## src/rtl/level_sequencer_if.sv

```systemverilog
// Event and HUD/map signals between Bumpy's tile logic and the level sequencer.
// master drives the tile events; slave is the sequencer that answers with level/gate/lives.
interface level_sequencer_if;
    logic       startOfFrame;
    logic       start_key;
    logic       land_regu;
    logic       hit_spike;
    logic       fell_out;
    logic       on_gate_tile;
    logic [2:0] lvl;
    logic       next_lvl;
    logic       gate;
    logic       respawn;
    logic [1:0] lives;
    logic       game_over;
    logic       win;
    logic [2:0] state_dbg;

    modport master (
        output startOfFrame, start_key, land_regu, hit_spike, fell_out, on_gate_tile,
        input  lvl, next_lvl, gate, respawn, lives, game_over, win, state_dbg
    );

    modport slave (
        input  startOfFrame, start_key, land_regu, hit_spike, fell_out, on_gate_tile,
        output lvl, next_lvl, gate, respawn, lives, game_over, win, state_dbg
    );
endinterface

```

## src/rtl/level_sequencer.sv

```systemverilog
// Game-flow FSM for the tile map: loads levels, opens the gate after enough landings,
// and handles deaths, level completion, win and game over. All outputs are registered.
//  state      | meaning
//  IDLE(0)    | waiting for start_key
//  LOAD(1)    | one-cycle map reload, next_lvl/respawn high
//  PLAY(2)    | counting REGU landings, gate closed
//  GATE_OPEN  | gate shown, waiting for Bumpy to enter it
//  LVL_DONE   | level cleared, holding DONE_FRAMES frames
//  DYING      | death animation, holding DEATH_FRAMES frames
//  GAME_OVER  | no lives left, waits for start_key
//  WIN(7)     | last level cleared, waits for start_key
module level_sequencer #(
    parameter int NUM_LEVELS       = 2,
    parameter int LANDINGS_TO_OPEN = 5,
    parameter int START_LIVES      = 3,
    parameter int DONE_FRAMES      = 60,
    parameter int DEATH_FRAMES     = 45
) (
    input  logic               clk,
    input  logic               resetN,
    level_sequencer_if.slave   bus
);

    localparam int FRAME_MAX = (DONE_FRAMES > DEATH_FRAMES) ? DONE_FRAMES : DEATH_FRAMES;
    localparam int FW        = $clog2(FRAME_MAX + 1);
    localparam int LW        = $clog2(LANDINGS_TO_OPEN + 1);

    typedef enum logic [2:0] {
        S_IDLE      = 3'd0,
        S_LOAD      = 3'd1,
        S_PLAY      = 3'd2,
        S_GATE_OPEN = 3'd3,
        S_LVL_DONE  = 3'd4,
        S_DYING     = 3'd5,
        S_GAME_OVER = 3'd6,
        S_WIN       = 3'd7
    } state_t;

    state_t          r_state;
    logic [2:0]      r_lvl;
    logic            r_next_lvl;
    logic            r_gate;
    logic            r_respawn;
    logic [1:0]      r_lives;
    logic            r_game_over;
    logic            r_win;
    logic [LW-1:0]   r_land_cnt;
    logic [FW-1:0]   r_frame_cnt;

    logic            w_death;
    logic [FW-1:0]   w_frame_nxt;

    // A death needs a life to spend, so lives can never wrap below zero.
    assign w_death     = (bus.hit_spike | bus.fell_out) & (r_lives != 2'd0);
    assign w_frame_nxt = r_frame_cnt + 1'b1;

    always_ff @(posedge clk) begin
        if (!resetN) begin
            r_state     <= S_IDLE;
            r_lvl       <= 3'd0;
            r_next_lvl  <= 1'b0;
            r_gate      <= 1'b0;
            r_respawn   <= 1'b0;
            r_lives     <= 2'(START_LIVES);
            r_game_over <= 1'b0;
            r_win       <= 1'b0;
            r_land_cnt  <= '0;
            r_frame_cnt <= '0;
        end else begin
            r_next_lvl <= 1'b0;
            r_respawn  <= 1'b0;
            case (r_state)
                S_IDLE, S_GAME_OVER, S_WIN: begin
                    if (bus.start_key) begin
                        r_state     <= S_LOAD;
                        r_lvl       <= 3'd0;
                        r_lives     <= 2'(START_LIVES);
                        r_gate      <= 1'b0;
                        r_game_over <= 1'b0;
                        r_win       <= 1'b0;
                        r_next_lvl  <= 1'b1;
                        r_respawn   <= 1'b1;
                    end
                end
                S_LOAD: begin
                    r_state    <= S_PLAY;
                    r_land_cnt <= '0;
                    r_gate     <= 1'b0;
                end
                S_PLAY, S_GATE_OPEN: begin
                    if (w_death) begin
                        r_state     <= S_DYING;
                        r_frame_cnt <= '0;
                        r_lives     <= r_lives - 2'd1;
                    end else if (r_state == S_PLAY) begin
                        if (bus.land_regu && (r_land_cnt != LW'(LANDINGS_TO_OPEN))) begin
                            r_land_cnt <= r_land_cnt + 1'b1;
                            if (r_land_cnt == LW'(LANDINGS_TO_OPEN - 1)) begin
                                r_state <= S_GATE_OPEN;
                                r_gate  <= 1'b1;
                            end
                        end
                    end else if (bus.on_gate_tile) begin
                        r_state     <= S_LVL_DONE;
                        r_frame_cnt <= '0;
                    end
                end
                S_LVL_DONE: begin
                    if (bus.startOfFrame) begin
                        r_frame_cnt <= w_frame_nxt;
                        if (w_frame_nxt == FW'(DONE_FRAMES)) begin
                            if (r_lvl == 3'(NUM_LEVELS - 1)) begin
                                r_state <= S_WIN;
                                r_win   <= 1'b1;
                            end else begin
                                r_state    <= S_LOAD;
                                r_lvl      <= r_lvl + 3'd1;
                                r_next_lvl <= 1'b1;
                                r_respawn  <= 1'b1;
                            end
                        end
                    end
                end
                S_DYING: begin
                    if (bus.startOfFrame) begin
                        r_frame_cnt <= w_frame_nxt;
                        if (w_frame_nxt == FW'(DEATH_FRAMES)) begin
                            if (r_lives == 2'd0) begin
                                r_state     <= S_GAME_OVER;
                                r_game_over <= 1'b1;
                            end else begin
                                r_state   <= r_gate ? S_GATE_OPEN : S_PLAY;
                                r_respawn <= 1'b1;
                            end
                        end
                    end
                end
                default: r_state <= S_IDLE;
            endcase
        end
    end

    assign bus.lvl       = r_lvl;
    assign bus.next_lvl  = r_next_lvl;
    assign bus.gate      = r_gate;
    assign bus.respawn   = r_respawn;
    assign bus.lives     = r_lives;
    assign bus.game_over = r_game_over;
    assign bus.win       = r_win;
    assign bus.state_dbg = r_state;

endmodule

```

## src/flat_wrapper.sv

```systemverilog
// flat-port wrapper written by rule: the top's interface ports become plain ports
module level_sequencer_flat 
#(
    parameter int NUM_LEVELS       = 2,
    parameter int LANDINGS_TO_OPEN = 5,
    parameter int START_LIVES      = 3,
    parameter int DONE_FRAMES      = 60,
    parameter int DEATH_FRAMES     = 45
)
  (clk, resetN, bus_startOfFrame, bus_start_key, bus_land_regu, bus_hit_spike, bus_fell_out, bus_on_gate_tile, bus_lvl, bus_next_lvl, bus_gate, bus_respawn, bus_lives, bus_game_over, bus_win, bus_state_dbg);
  level_sequencer_if bus_i ();
  input  logic clk;
  input  logic resetN;
  input wire logic [$bits(bus_i.startOfFrame)-1:0] bus_startOfFrame;
  input wire logic [$bits(bus_i.start_key)-1:0] bus_start_key;
  input wire logic [$bits(bus_i.land_regu)-1:0] bus_land_regu;
  input wire logic [$bits(bus_i.hit_spike)-1:0] bus_hit_spike;
  input wire logic [$bits(bus_i.fell_out)-1:0] bus_fell_out;
  input wire logic [$bits(bus_i.on_gate_tile)-1:0] bus_on_gate_tile;
  output wire logic [$bits(bus_i.lvl)-1:0] bus_lvl;
  output wire logic [$bits(bus_i.next_lvl)-1:0] bus_next_lvl;
  output wire logic [$bits(bus_i.gate)-1:0] bus_gate;
  output wire logic [$bits(bus_i.respawn)-1:0] bus_respawn;
  output wire logic [$bits(bus_i.lives)-1:0] bus_lives;
  output wire logic [$bits(bus_i.game_over)-1:0] bus_game_over;
  output wire logic [$bits(bus_i.win)-1:0] bus_win;
  output wire logic [$bits(bus_i.state_dbg)-1:0] bus_state_dbg;
  assign bus_i.startOfFrame = bus_startOfFrame;
  assign bus_i.start_key = bus_start_key;
  assign bus_i.land_regu = bus_land_regu;
  assign bus_i.hit_spike = bus_hit_spike;
  assign bus_i.fell_out = bus_fell_out;
  assign bus_i.on_gate_tile = bus_on_gate_tile;
  assign bus_lvl = bus_i.lvl;
  assign bus_next_lvl = bus_i.next_lvl;
  assign bus_gate = bus_i.gate;
  assign bus_respawn = bus_i.respawn;
  assign bus_lives = bus_i.lives;
  assign bus_game_over = bus_i.game_over;
  assign bus_win = bus_i.win;
  assign bus_state_dbg = bus_i.state_dbg;
  level_sequencer #(.NUM_LEVELS(NUM_LEVELS), .LANDINGS_TO_OPEN(LANDINGS_TO_OPEN), .START_LIVES(START_LIVES), .DONE_FRAMES(DONE_FRAMES), .DEATH_FRAMES(DEATH_FRAMES)) u_core (.clk(clk), .resetN(resetN), .bus(bus_i));
endmodule
```

## config.mk

```make
export PLATFORM = sky130hd
export DESIGN_NAME = level_sequencer_flat
export DESIGN_NICKNAME = d
export VERILOG_FILES = /design/src/rtl/level_sequencer_if.sv /design/src/rtl/level_sequencer.sv /design/src/flat_wrapper.sv
export SDC_FILE = /design/constraint.sdc
export NUM_CORES = 1
export LEC_CHECK = 0
export ABC_CLOCK_PERIOD_IN_PS = 5100
export CORE_ASPECT_RATIO = 1.2
export CORE_UTILIZATION = 44
export DETAILED_ROUTE_END_ITERATION = 8
export PLACE_DENSITY = 0.77
export SLEW_MARGIN = 30
export SYNTH_ARGS = -nofsm -noshare
export SYNTH_HDL_FRONTEND = slang
export SYNTH_SLANG_ARGS = --single-unit
```

## constraint.sdc

```tcl
create_clock -name clk -period 5.1 [get_ports clk]
set_clock_uncertainty 0.05 [all_clocks]
set_input_delay 0.51 -clock clk [delete_from_list [all_inputs] [get_ports clk]]
set_output_delay 0.51 -clock clk [all_outputs]
set_load 0.02 [all_outputs]
```

==> results_dict.tcl <==
set metrics [dict create \
    hp-class "flop to flop" \
    h-tree-depth 1 \
    syn-num-nets 207 \
    ys.flop_type "dfxtp_1" \
    start_util 0.465 \
    dieArea_um2 3830 \
    seq_area_um2 440 \
    cp_max_fo 23 \
    synth_area_leaders "dfxtp_1 (28%), ha_1 (7.1%), clkbuf_8 (5.2%)" \
    synth-seq-cells 22 \
    path_cells "clkdlybuf4s50_1" \
    ant_nets 0 \
    num-nets-final 225 \
    cts_tree "yes" \
    synth_area_um2 1580 \
    grt_util_all_layers 0.189 \
    synth_cell_types 56 \
    cts-resized-gates 0 \
    critPathArrivalTime_ns 1.78 \
    max_freq_mhz 427 \
    hold_violations 0 \
    cap_viol_max_count 0 \
    synth_top_area_share 0.279 \
    wl_met1_mm 1.50 \
    wl_met2_mm 1.72 \
    cp_top_family "flip-flops" \
    grt_max_degree 25 \
    multi_input_area_um2 1010 \
    die_y_um 67.6 \
    rsz0062_at_grt "false" \
    clk_pin_slew_ns 0.08 \
    gp_congestion 0.902 \
    grt_pass1_vias 1319 \
    cp-end-kind "output port" \
    clock_sinks 22 \
    drt-total-wl_mm 3.49 \
    syn_inst 190 \
    core_area_um2 3400 \
    async_flop_share 0 \
    layout.cells.non_filler 244 \
    yosysWarnings 0 \
    tns_ns 0 \
    dr_total_vias 1427 \
    cts_setup_buffers 0 \
    routed.top_layer "met4" \
    slowest_stage "dfxtp_1" \
    num_rows 23 \
    fill_cells 326 \
    finalSetupViolations 0 \
    post-route-period-util 0.460 \
    port_buffers 20 \
    placedCellCount 240 \
    relSlewSlack 0.452 \
    drive_gt1_frac 0.0821 \
    synth_edf_count 0 \
    hold_buffers 0 \
    tightest_slew_ns 0.820 \
    cts_max_path_buffers 2 \
    dp_hpwl_mm 2.50 \
    leakage_uw 0.000666 \
    vias_per_cell 5.85 \
    area_delta_synth_final_pct 14.7 \
    yosysTopAreaCell "dfxtp_1" \
    power.density_nw_per_um2 425 \
    cts_made_buffers 3 \
    cp.required_ns 4.54 \
    ios 21 \
    met3_length_um 200 \
    routedWlPerCell_um 14.3 \
    startpoint_type "flop" \
    yosysMostFrequentCell "dfxtp_1" \
    fp.dieW_um 56.7 \
    synth.avg_cell_area_um2 8.31 \
    critPathKind "flop to output port" \
    fin_crit_ns 2.34 \
    grt_remaining_overflow 0 \
    synth_commonest_cells "dfxtp_1 (22), nand2_1 (21), nor2_1 (16)" \
    grt_first_pass_wirelength_mm 5.70 \
    critical-path-max-stage-delay_ns 0.78 \
    ys_seq_area_frac 0.279 \
    drc 5 \
    slew_viol_final 0 \
    drt-initial-drc-count 61 \
    cts_root_buffer "clkbuf_8" \
    clock_latency_ns 0.27 \
    violations "DRC" \
    cp_num_buf_inv 1 \
    vdd_ir_drop_max_v 0.000124 \
    grt_antenna_before_repair 0 \
    firstDrtPassIters 6 \
    antennaDiodeCount 0 \
    status "finished, violations left" \
]
cell usage in the layout, fill, tap and decap left out, drive strengths merged, types with 5 or more instances in the layout:
cell           count
o21ai             13
nor3               5
or3                5
and2               6
dfxtp             22
ha                 9
nor2              16
mux2i              5
inv               11
nand3              6
clkdlybuf4s50     20
nor2b              6
a21boi             6
nand2             21
through the flow:
step                worst slack [ns]  hold slack [ns]  utilization  cell area, µm²  power (µW)
finish                          2.76            0.456        0.533            1810         769
global route                    2.65            0.501        0.533            1810         817
CTS                             2.75            0.462        0.533            1810         772
detailed placement              2.61            0.445        0.512            1740         602
global placement                2.68            0.435        0.512            1740         604
floorplan                       3.22            0.439            -            1580         537
cells by family after synthesis:
group | share of synthesized area
AO/OA/AOI/OAI | 0.234
adder cells (fa/ha/maj) | 0.0713
buffers and inverters | 0.0808
XOR/XNOR | 0.0166
flip-flops | 0.279
multiplexers | 0.0317
AND/OR/NAND/NOR | 0.287
layer usage:
layer / vias up / global-route usage
met4: 0 / 0.103
li1: 719 / -
met5: - / 0
met1: 655 / 0.222
met2: 44 / 0.336
met3: 9 / 0.0230
registers in the layout, indices dropped and copies added (netlist names):
signal and cells:
u_core.bus.state_dbg 3, u_core.r_land_cnt 3, u_core.bus.game_over 1, u_core.bus.win 1, u_core.bus.gate 1, u_core.bus.next_lvl 1, u_core.bus.respawn 1, u_core.r_frame_cnt 6
u_core.bus.lvl 3, u_core.bus.lives 2
final timing paths:
check | start | to | slack [ns] | cells past startpoint
setup reg to reg | u_core.bus.state_dbg[1] | u_core.bus.state_dbg[1] | 2.83 | 5
setup / recovery | u_core.bus.state_dbg[2] | bus_state_dbg[2] | 2.76 | 1
hold reg to reg | u_core.bus.lvl[1] | u_core.bus.lvl[1] | 0.46 | 2
hold / removal | u_core.bus.lvl[1] | u_core.bus.lvl[1] | 0.46 | 2
final cells by class:
| class | count | share of cell area |
|---|---|---|
| Timing Repair Buffer | 20 | 0.111 |
| Multi-Input combinational cell | 150 | 0.558 |
| Clock buffer | 3 | 0.0228 |
| Tap cell | 37 | 0.0256 |
| Sequential cell | 22 | 0.243 |
| Clock inverter | 1 | 0.0166 |
| Inverter | 11 | 0.0228 |
report_power, final:
| part | internal [µW] | total [µW] | switching, µW |
|---|---|---|---|
| combinational | 146 | 334 | 188 |
| clock | 105 | 165 | 60.5 |
| sequential | 198 | 270 | 71.8 |
| total | 449 | 769 | 320 |
Note: power is estimated with default switching activity, not from simulation.
==> RTL change (config.mk and constraints unchanged) <==
`DEATH_FRAMES` is set to 45 in 2 places; all go to 90.
--- a/src/rtl/level_sequencer.sv
+++ b/src/rtl/level_sequencer.sv
@@ -14,7 +14,7 @@
     parameter int LANDINGS_TO_OPEN = 5,
     parameter int START_LIVES      = 3,
     parameter int DONE_FRAMES      = 60,
-    parameter int DEATH_FRAMES     = 45
+    parameter int DEATH_FRAMES     = 90
 ) (
     input  logic               clk,
     input  logic               resetN,
--- a/src/flat_wrapper.sv
+++ b/src/flat_wrapper.sv
@@ -5,7 +5,7 @@
     parameter int LANDINGS_TO_OPEN = 5,
     parameter int START_LIVES      = 3,
     parameter int DONE_FRAMES      = 60,
-    parameter int DEATH_FRAMES     = 45
+    parameter int DEATH_FRAMES     = 90
 )
   (clk, resetN, bus_startOfFrame, bus_start_key, bus_land_regu, bus_hit_spike, bus_fell_out, bus_on_gate_tile, bus_lvl, bus_next_lvl, bus_gate, bus_respawn, bus_lives, bus_game_over, bus_win, bus_state_dbg);
   level_sequencer_if bus_i ();
Function: no difference found for any inputs over 10 cycles, from zero or initial values and one cycle with resetN low; that may be too few to reach the edited logic, so the function may still have changed.
==> RTL change against the original RTL <==
Critical path depth unchanged. Sequential cell count is 1 higher. Setup slack lost 0.21 ns. Total power fell by 9.9%. Highest routed layer unchanged. Routed wire length down 6.8%. Cell area fell by 4.7%. Synthesized area decreased by 5.6%. Worst hold slack lost 0.050 ns.
==> RTL change: results (changes against the original RTL) <==
XOR/XNOR Fraction of Synth Area 0.0176 (+0.000992); setup bufs post-CTS 0 (unchanged); nets 224 (-0.44%); post-synthesis compound-gate area fraction 0.251 (+0.0173); Clk pin slew, worst setup/hold paths 0.12 ns (+0.04 ns); flip-flop count of the largest register after layout 7 (+1); Adder-Cell Fraction of Synth Area 0.0672 (-0.00414); Iteration-0 DRC Markers 34 (-44%); post-synthesis mux area share 0.0285 (-0.00315); pin count of the biggest net entering global routing 32 (+28%); final HPWL from detailed placement 2410 um (-3.6%); Slew headroom 0.397 (-0.0549); Leak Pwr 0.639 nW (-4.1%); Worst-Skew Late Latency 0.31 ns (+0.04 ns); number of global-route vias before repair 1,229 (-6.8%); Post-Syn Area per Cell 7.80 um2 (-6.1%); Synth area leaders dfxtp_1 (31%), ha_1 (6.7%), nor2_1 (5.5%), nand2_1 (4.8%), o21ai_0 (4.4%); area growth from synthesis to layout 15.8%; Post-DP Area 0.00170 mm2 (-2.3%); post-DR vias/cell 5.77 (-1.4%); first-pass GRT wire length 5460 um (-4.2%); pre-CTS setup slack 2.71 ns (+0.103 ns); outcome completed; CTS root buffer clkbuf_4; synth cell count leaders dfxtp_1 (23), nor2_1 (22), nand2_1 (19), inv_1 (13), o21ai_0 (13); CP max stage cell dfxtp_1; Layout Cells excl Fill 243 (-0.41%); critical-path maximum fanout 31 (+35%); Worst Path Arrival 1.99 ns (+0.21 ns); Yosys cell types 55 (-1.8%); Pre-Repair DR Iteration Count 4 (-2); proportion of layout cells with a drive suffix above 1 0.0628 (-0.0193); sequential area share after synthesis 0.309 (+0.0301); RD Place Congestion 0.885 (-1.9%); fillers 297 (-8.9%); GRT Total Usage 0.203 (+0.0134); Post-Route WL 3260 um (-6.8%); port bufs 20 (unchanged); CP max stage delay 0.93 ns (+0.15 ns)
==> RTL change: cell types whose count changed after synthesis, sizes merged, moves of 4 or more <==
cell,change
a21boi,-4
a21oi,+8
and2,-4
buf,+5
clkbuf,-4
nor2,+7
==> RTL change: cell type report <==
class	count	area share
multi-input combinational	147	0.547
sequential	23	0.267
timing repair buffer	20	0.116
inverter	13	0.0283
tap	36	0.0261
clock buffer	4	0.0152
==> RTL change: tightest hold or removal path, cell delays in order (launching register included) <==
cell,delay [ns]
dfxtp_1,0.33
inv_1,0.05
a21oi_1,0.05
==> RTL change: metal layers <==
metal	share of wire	up-vias	GRT usage
met5	0	-	0
li1	-	713	-
met2	0.47	45	0.339
met3	0.053	6	0.0278
met4	0.018	0	0.0500
met1	0.46	637	0.265
==> RTL change: worst paths after layout <==
kind | startpoint | slack, ns | cells after the start | end
worst max-delay path | u_core.bus.state_dbg[2]$_SDFFE_PN0P_ | 2.55 | 1 | bus_state_dbg[2]
worst min register to register | u_core.bus.win$_SDFFE_PN0P_ | 0.41 | 2 | u_core.bus.win$_SDFFE_PN0P_
worst max register to register | u_core.bus.state_dbg[2]$_SDFFE_PN0P_ | 2.89 | 5 | u_core.bus.state_dbg[0]$_SDFFE_PN0P_
worst min-delay path | u_core.bus.win$_SDFFE_PN0P_ | 0.41 | 2 | u_core.bus.win$_SDFFE_PN0P_
==> RTL change: power breakdown <==
part	switching, mW	leakage (nW)	internal [mW]
Combinational	0.183	0.437	0.148
Clock	0.0544	0.0150	0.0305
Sequential	0.0691	0.187	0.208
Total	0.306	0.639	0.387
